File: config.mk
export PLATFORM = sky130hd
export DESIGN_NAME = uart_cmd_parser_flat
export DESIGN_NICKNAME = d
export VERILOG_FILES = /design/src/rtl/uart_cmd_parser_if.sv /design/src/rtl/uart_cmd_parser.sv /design/src/flat_wrapper.sv
export SDC_FILE = /design/constraint.sdc
export NUM_CORES = 1
export LEC_CHECK = 0
export BUFFER_PORTS_ARGS = -buffer_cell sky130_fd_sc_hd__buf_2
export CAP_MARGIN = 5
export CORE_UTILIZATION = 35
export CTS_BUF_LIST = sky130_fd_sc_hd__clkbuf_8
export DETAILED_ROUTE_END_ITERATION = 7
export SETUP_SLACK_MARGIN = 0.4
export SYNTH_ARGS = -nofsm -noshare
export SYNTH_HDL_FRONTEND = slang
export SYNTH_SLANG_ARGS = --single-unit
File: constraint.sdc
create_clock -name clk_in -period 5.4 [get_ports clk_in]
set_input_delay 0 -clock clk_in [delete_from_list [all_inputs] [get_ports clk_in]]
set_output_delay 0 -clock clk_in [all_outputs]
set_load 0.1 [all_outputs]
File: src/rtl/uart_cmd_parser_if.sv
// -----------------------------------------------------------------------------
// uart_cmd_parser_if
//   Bundles the two byte-wide handshakes of the UART command parser:
//     - RX FIFO read side : fifo_empty, fifo_rd_en, fifo_dout
//     - register write bus: wr_en, wr_addr, wr_data
//   master : the parser (issues FIFO reads, drives register writes)
//   slave  : the environment (FIFO + register file)
// -----------------------------------------------------------------------------
interface uart_cmd_parser_if;
  logic       fifo_empty;
  logic       fifo_rd_en;
  logic [7:0] fifo_dout;
  logic       wr_en;
  logic [7:0] wr_addr;
  logic [7:0] wr_data;

  modport master (
    input  fifo_empty,
    input  fifo_dout,
    output fifo_rd_en,
    output wr_en,
    output wr_addr,
    output wr_data
  );

  modport slave (
    output fifo_empty,
    output fifo_dout,
    input  fifo_rd_en,
    input  wr_en,
    input  wr_addr,
    input  wr_data
  );
endinterface

File: src/rtl/uart_cmd_parser.sv
// -----------------------------------------------------------------------------
// uart_cmd_parser
//   Pulls bytes out of the UART RX FIFO and parses framed write commands:
//     HEADER, ADDR, LEN, LEN payload bytes, CSUM
//   CSUM is the 8-bit XOR of ADDR, LEN and every payload byte (HEADER excluded).
//   A frame that validates is replayed as LEN single-byte register writes to
//   ADDR, ADDR+1, ... (address wraps modulo 256), one per clock.
//
// Parameters
//   HEADER          frame start byte
//   MAX_LEN         largest accepted LEN (1..255); sizes the payload buffer
//   TIMEOUT_CYCLES  inter-byte timeout in clk_in cycles (CMD_TIMEOUT_EN only)
//
// Build option
//   CMD_TIMEOUT_EN  when defined, a partial frame that stalls for
//                   TIMEOUT_CYCLES cycles is rejected; otherwise it waits forever.
//
// Ports
//   clk_in     in   clock
//   rst        in   synchronous, active-high reset
//   bus        master modport of uart_cmd_parser_if
//                fifo_empty in, fifo_rd_en out (1-cycle pulse),
//                fifo_dout in (valid the cycle after fifo_rd_en),
//                wr_en / wr_addr / wr_data out (register write bus)
//   busy       out  high in every state except S_HUNT
//   frame_ok   out  1-cycle pulse on entry to S_COMMIT
//   frame_err  out  1-cycle pulse when a frame is rejected
//   err_count  out  rejected-frame count, saturating at 8'hFF
// -----------------------------------------------------------------------------
module uart_cmd_parser #(
  parameter logic [7:0] HEADER         = 8'hAA,
  parameter int         MAX_LEN        = 16,
  parameter int         TIMEOUT_CYCLES = 100000
) (
  input  logic                      clk_in,
  input  logic                      rst,
  uart_cmd_parser_if.master         bus,
  output logic                      busy,
  output logic                      frame_ok,
  output logic                      frame_err,
  output logic [7:0]                err_count
);

  localparam int         IDX_W     = (MAX_LEN > 1) ? $clog2(MAX_LEN) : 1;
  localparam logic [7:0] MAX_LEN_B = 8'(MAX_LEN);

  typedef enum logic [2:0] {
    S_HUNT,
    S_ADDR,
    S_LEN,
    S_DATA,
    S_CSUM,
    S_COMMIT
  } state_t;

  // Saturating 8-bit increment for the error counter.
  function automatic logic [7:0] sat_inc(input logic [7:0] v);
    return (v == 8'hFF) ? v : v + 8'd1;
  endfunction

  state_t           state;
  logic             rd_en;
  logic             vld_p1;     // read outstanding: fifo_dout is valid this cycle
  logic             accept;
  logic             timeout;
  logic [7:0]       idx_r;
  logic [7:0]       idx_nxt;
  logic [IDX_W-1:0] buf_idx;
  logic             len_bad;

  logic [7:0]       addr_r;
  logic [7:0]       len_r;
  logic [7:0]       csum_r;
  logic [7:0]       pay_buf [0:MAX_LEN-1];

  logic             wr_en_r;
  logic [7:0]       wr_addr_r;
  logic [7:0]       wr_data_r;

  // Only one read may be in flight, and the FIFO is left alone while the
  // burst is replayed. Gating with rst keeps the strobe quiet during reset.
  assign rd_en   = !rst && !bus.fifo_empty && !vld_p1 && (state != S_COMMIT);
  // A byte that lands in the same cycle as a timeout is dropped.
  assign accept  = vld_p1 && !timeout;
  assign idx_nxt = idx_r + 8'd1;
  assign buf_idx = idx_r[IDX_W-1:0];
  assign len_bad = (bus.fifo_dout == 8'd0) || (bus.fifo_dout > MAX_LEN_B);

  assign bus.fifo_rd_en = rd_en;
  assign bus.wr_en      = wr_en_r;
  assign bus.wr_addr    = wr_addr_r;
  assign bus.wr_data    = wr_data_r;
  assign busy           = (state != S_HUNT);

`ifdef CMD_TIMEOUT_EN
  localparam logic [31:0] TO_LAST = 32'(TIMEOUT_CYCLES - 1);

  logic        in_frame;
  logic [31:0] to_cnt;

  assign in_frame = (state == S_ADDR) || (state == S_LEN) ||
                    (state == S_DATA) || (state == S_CSUM);
  assign timeout  = in_frame && (to_cnt == TO_LAST);

  // Every entry into a frame state happens on a byte accept, so clearing on
  // accept also covers the clear-on-entry case.
  always_ff @(posedge clk_in) begin
    if (rst || !in_frame || accept || timeout) begin
      to_cnt <= '0;
    end else begin
      to_cnt <= to_cnt + 32'd1;
    end
  end
`else
  assign timeout = 1'b0;
`endif

  // ---- p1: accepted byte captured into address / length / checksum / payload
  always_ff @(posedge clk_in) begin
    if (accept) begin
      case (state)
        S_ADDR: begin
          addr_r <= bus.fifo_dout;
          csum_r <= bus.fifo_dout;
        end
        S_LEN: begin
          len_r  <= bus.fifo_dout;
          csum_r <= csum_r ^ bus.fifo_dout;
        end
        S_DATA: begin
          pay_buf[buf_idx] <= bus.fifo_dout;
          csum_r           <= csum_r ^ bus.fifo_dout;
        end
        default: ;
      endcase
    end
  end

  // ---- p1: frame state machine, handshake and registered outputs
  always_ff @(posedge clk_in) begin
    if (rst) begin
      state     <= S_HUNT;
      vld_p1    <= 1'b0;
      idx_r     <= 8'd0;
      wr_en_r   <= 1'b0;
      wr_addr_r <= 8'd0;
      wr_data_r <= 8'd0;
      frame_ok  <= 1'b0;
      frame_err <= 1'b0;
      err_count <= 8'd0;
    end else begin
      vld_p1    <= rd_en;
      wr_en_r   <= 1'b0;
      frame_ok  <= 1'b0;
      frame_err <= 1'b0;

      if (timeout) begin
        frame_err <= 1'b1;
        err_count <= sat_inc(err_count);
        state     <= S_HUNT;
      end else begin
        case (state)
          S_HUNT: begin
            // Anything other than HEADER is line noise; drop it quietly.
            if (accept && (bus.fifo_dout == HEADER)) begin
              state <= S_ADDR;
            end
          end
          S_ADDR: begin
            if (accept) begin
              state <= S_LEN;
            end
          end
          S_LEN: begin
            if (accept) begin
              if (len_bad) begin
                frame_err <= 1'b1;
                err_count <= sat_inc(err_count);
                state     <= S_HUNT;
              end else begin
                idx_r <= 8'd0;
                state <= S_DATA;
              end
            end
          end
          S_DATA: begin
            if (accept) begin
              idx_r <= idx_nxt;
              if (idx_nxt == len_r) begin
                state <= S_CSUM;
              end
            end
          end
          S_CSUM: begin
            if (accept) begin
              if (bus.fifo_dout == csum_r) begin
                frame_ok <= 1'b1;
                idx_r    <= 8'd0;
                state    <= S_COMMIT;
              end else begin
                frame_err <= 1'b1;
                err_count <= sat_inc(err_count);
                state     <= S_HUNT;
              end
            end
          end
          S_COMMIT: begin
            wr_en_r   <= 1'b1;
            wr_addr_r <= addr_r + idx_r;
            wr_data_r <= pay_buf[buf_idx];
            idx_r     <= idx_nxt;
            if (idx_nxt == len_r) begin
              state <= S_HUNT;
            end
          end
          default: state <= S_HUNT;
        endcase
      end
    end
  end

endmodule

File: src/flat_wrapper.sv
// flat-port wrapper written by rule: the top's interface ports become plain ports
module uart_cmd_parser_flat 
#(
  parameter logic [7:0] HEADER         = 8'hAA,
  parameter int         MAX_LEN        = 16,
  parameter int         TIMEOUT_CYCLES = 100000
)
  (clk_in, rst, busy, frame_ok, frame_err, err_count, bus_fifo_empty, bus_fifo_dout, bus_fifo_rd_en, bus_wr_en, bus_wr_addr, bus_wr_data);
  uart_cmd_parser_if bus_i ();
  input  logic clk_in;
  input  logic rst;
  output logic busy;
  output logic frame_ok;
  output logic frame_err;
  output logic [7:0] err_count;
  input wire logic [$bits(bus_i.fifo_empty)-1:0] bus_fifo_empty;
  input wire logic [$bits(bus_i.fifo_dout)-1:0] bus_fifo_dout;
  output wire logic [$bits(bus_i.fifo_rd_en)-1:0] bus_fifo_rd_en;
  output wire logic [$bits(bus_i.wr_en)-1:0] bus_wr_en;
  output wire logic [$bits(bus_i.wr_addr)-1:0] bus_wr_addr;
  output wire logic [$bits(bus_i.wr_data)-1:0] bus_wr_data;
  assign bus_i.fifo_empty = bus_fifo_empty;
  assign bus_i.fifo_dout = bus_fifo_dout;
  assign bus_fifo_rd_en = bus_i.fifo_rd_en;
  assign bus_wr_en = bus_i.wr_en;
  assign bus_wr_addr = bus_i.wr_addr;
  assign bus_wr_data = bus_i.wr_data;
  uart_cmd_parser #(.HEADER(HEADER), .MAX_LEN(MAX_LEN), .TIMEOUT_CYCLES(TIMEOUT_CYCLES)) u_core (.clk_in(clk_in), .rst(rst), .bus(bus_i), .busy(busy), .frame_ok(frame_ok), .frame_err(frame_err), .err_count(err_count));
endmodule
==> flow_summary.toml <==
[status]
status = "complete, no violations"

[sta]
max_slew_margin_pct = 17.4
rsz0062_at_grt = "false"
slew_viol_final = 0
worst_pin_slew_ps = 1230
min_period_over_period_pct = 58.3
fmax_mhz = 318
setup_viol = 0
final.min_clock_period_ps = 3150
worst_slack_ps = 2250
setup_tns_ps = 0
hold_violations = 0
finClkSkew_ps = 14.7

[cts]
post_cts_buffers = 0
ctsRootBufferMaster = "clkbuf_8"
cts_inserted_buffers = 17
clock-sinks = 191
hold_buffers = 2
insertion_delay_ps = 480
htreeDepth = 4
clockBufferDepth = 2
clkTransAtPathRegs_ps = 110
cts_tree = "built"
cts.repair.resized = 0

[global_routing]
grt_max_degree = 51
grt_pass1_wl_um = 27000
gr-total-overflow = 0
grt_pass1_vias = 4615
antenna_found_initial = 0
grtUsageTotal_pct = 15.1

[synthesis]
synth_xor_area_share_pct = 3.33
synth_area_leader_cell = "edfxtp_1"
yosys.area_share.simple_pct = 9.49
ys_types = 55
synth_compound_area_share_pct = 5.19
ys_ff_latch = 191
synth_top_family_by_area = "multiplexers"
synth_area_per_cell_um2 = 15.2
synth_edf_count = 152
synth_mux_area_share_pct = 12.3
yosysSeqAreaShare_pct = 65.6
yosys-top-cells-area = "edfxtp_1 56%, mux4_2 11%, dfxtp_1 9.6%"
synth_nets = 562
synth_top_area_share_pct = 56.0
ys_warn_count = 0
synthCells = 537
syn_area_um2 = 8150
synthArstFlopShare_pct = 0
ys.flop_type = "edfxtp_1"
synth_fa_ha_area_share_pct = 2.24

[critical_path]
cp_data_arrival_time_ps = 3240
cp_slowest_cell = "nor3_1"
cp_max_fo = 11
end_kind = "register"
path_cells = "inv_1, nor2_1, nand2_1, nor2_1, nand2_1, nor3_1"
cp.required_ps = 5490
critPathLaunchType = "register"
slowest_delay_ps = 910
crit_type = "register to register"

[place]
post-place-ws_ps = 2240
hpwl_um = 11400
io_buffers = 39
place.gp.congestion = 0.844

[floorplan]
die_h_um = 155
fp.dieArea_um2 = 23900
num_io_pins = 40
placementRows = 55
die_w_um = 155
start_util_pct = 35.9
core_area_um2 = 22700

[drt]
totalWireLength_um = 17200
vias = 4649
final_antenna_net_count = 0
drtIter0Drc = 364
firstDrtPassIters = 5
vias_per_cell = 5.32
drc = 0
wire_per_inst_um = 19.7

[pwr]
power_leakage_nw = 2.88
peakVddDrop_mv = 0.136
cellPowerDensity_nw_per_um2 = 282

[cells_and_area]
final_common_cell = "edfxtp_1"
final_layout_size_suffix_gt1_share_pct = 21.6
num_antenna_cells = 0
multiInputGateArea_um2 = 2660
area_growth_pct = 10.8
regArea_um2 = 5350
nFillCells = 2075
nets = 601
most-common-layout-cells = "152 x edfxtp_1, 52 x nand2_1, 40 x mux4_2"

[hold_path]
min_path_type = "input pin to register"

[job]
cap_violations = 0
-- final cells by class --
class / instances / area share (%)
Sequential cell: 191 / 59.2
Timing Repair Buffer: 46 / 2.80
Multi-Input combinational cell: 312 / 29.4
Clock inverter: 15 / 1.70
Clock buffer: 17 / 2.59
Tap cell: 285 / 3.95
Inverter: 8 / 0.332
-- critical path: cells and delay by family, from the launching register on --
| kind | cells | cell delay [ps] |
|---|---|---|
| simple gates | 5 | 2130 |
| flops | 1 | 470 |
| buf+inv | 1 | 170 |
-- sequential cells by signal, indices dropped and copies added, names as in the netlist --
signal,flops
u_core.csum_r,8
u_core.state,3
u_core.frame_ok,1
u_core.bus.wr_en,1
u_core.len_r,8
u_core.bus.wr_addr,8
u_core.addr_r,8
u_core.bus.wr_data,8
u_core.idx_r,8
u_core.pay_buf,128
u_core.accept,1
u_core.frame_err,1
u_core.err_count,8
-- layer usage --
metal | routed length, um | GRT usage [%] | vias up
met5 | 0 | 0 | -
li1 | - | - | 2135
met3 | 741 | 2.49 | 20
met1 | 7770 | 20.7 | 2357
met2 | 8420 | 24.6 | 137
met4 | 252 | 4.95 | 0
-- metrics by stage --
| step | hold WS (ps) | total power [mW] | std cells | instance area (um^2) | util [%] |
|---|---|---|---|---|---|
| 2_1_floorplan | 77.1 | 1.64 | 537 | 8150 | - |
| 3_3_place_gp | 182 | 1.67 | 839 | 8620 | 37.9 |
| 3_5_place_dp | 183 | 1.67 | 839 | 8620 | 37.9 |
| 4_1_cts | 3.35 | 2.57 | 873 | 9020 | 39.7 |
| 5_1_grt | 17.0 | 2.62 | 874 | 9030 | 39.8 |
| 6_report | 20.1 | 2.55 | 874 | 9030 | 39.8 |
-- power by group --
part / internal (mW) / total [mW] / switching (mW)
clock network: 0.379 / 0.909 / 0.530
registers: 1.58 / 1.58 / 0.000863
logic: 0.0105 / 0.0526 / 0.0421
total: 1.97 / 2.55 / 0.573
-- cells by family (layout without fill, tap and decap cells) --
| logic type | Yosys count | count (layout) |
|---|---|---|
| AO/OA/AOI/OAI | 65 | 65 |
| AND/OR/NAND/NOR | 154 | 154 |
| adder cells (fa/ha/maj) | 14 | 14 |
| flip-flops | 191 | 191 |
| buffers and inverters | 34 | 86 |
| XOR/XNOR | 31 | 31 |
| multiplexers | 48 | 48 |
-- final timing paths --
kind | start | cells past startpoint | slack [ps] | to
hold / removal | bus_fifo_dout[5] | 1 | 20 | u_core.pay_buf[8][5]$_DFFE_PP_
hold reg to reg | u_core.bus.wr_addr[4]$_SDFFE_PP0P_ | 2 | 450 | u_core.bus.wr_addr[4]$_SDFFE_PP0P_
setup reg to reg | u_core.state[1]$_SDFFE_PP0P_ | 6 | 2250 | u_core.pay_buf[0][4]$_DFFE_PP_
setup / recovery | u_core.state[1]$_SDFFE_PP0P_ | 6 | 2250 | u_core.pay_buf[0][4]$_DFFE_PP_
-- cells in the mapped netlist (all sizes together), types with 3 or more instances --
cell      n
and2      3
xnor2    19
a211oi    4
nor2b    12
nand3     6
inv       8
nor3b     3
and3      4
ha       13
mux4     40
a311oi    5
a21oi    26
nor2     35
mux2      5
buf       9
o21ai     7
a31oi     5
nand4     3
nand2    52
nor4      6
xor2     12
edfxtp  152
mux2i     3
clkbuf   17
dfxtp    39
nor3     13
nand2b    8
(Power assumes the default switching activity.)
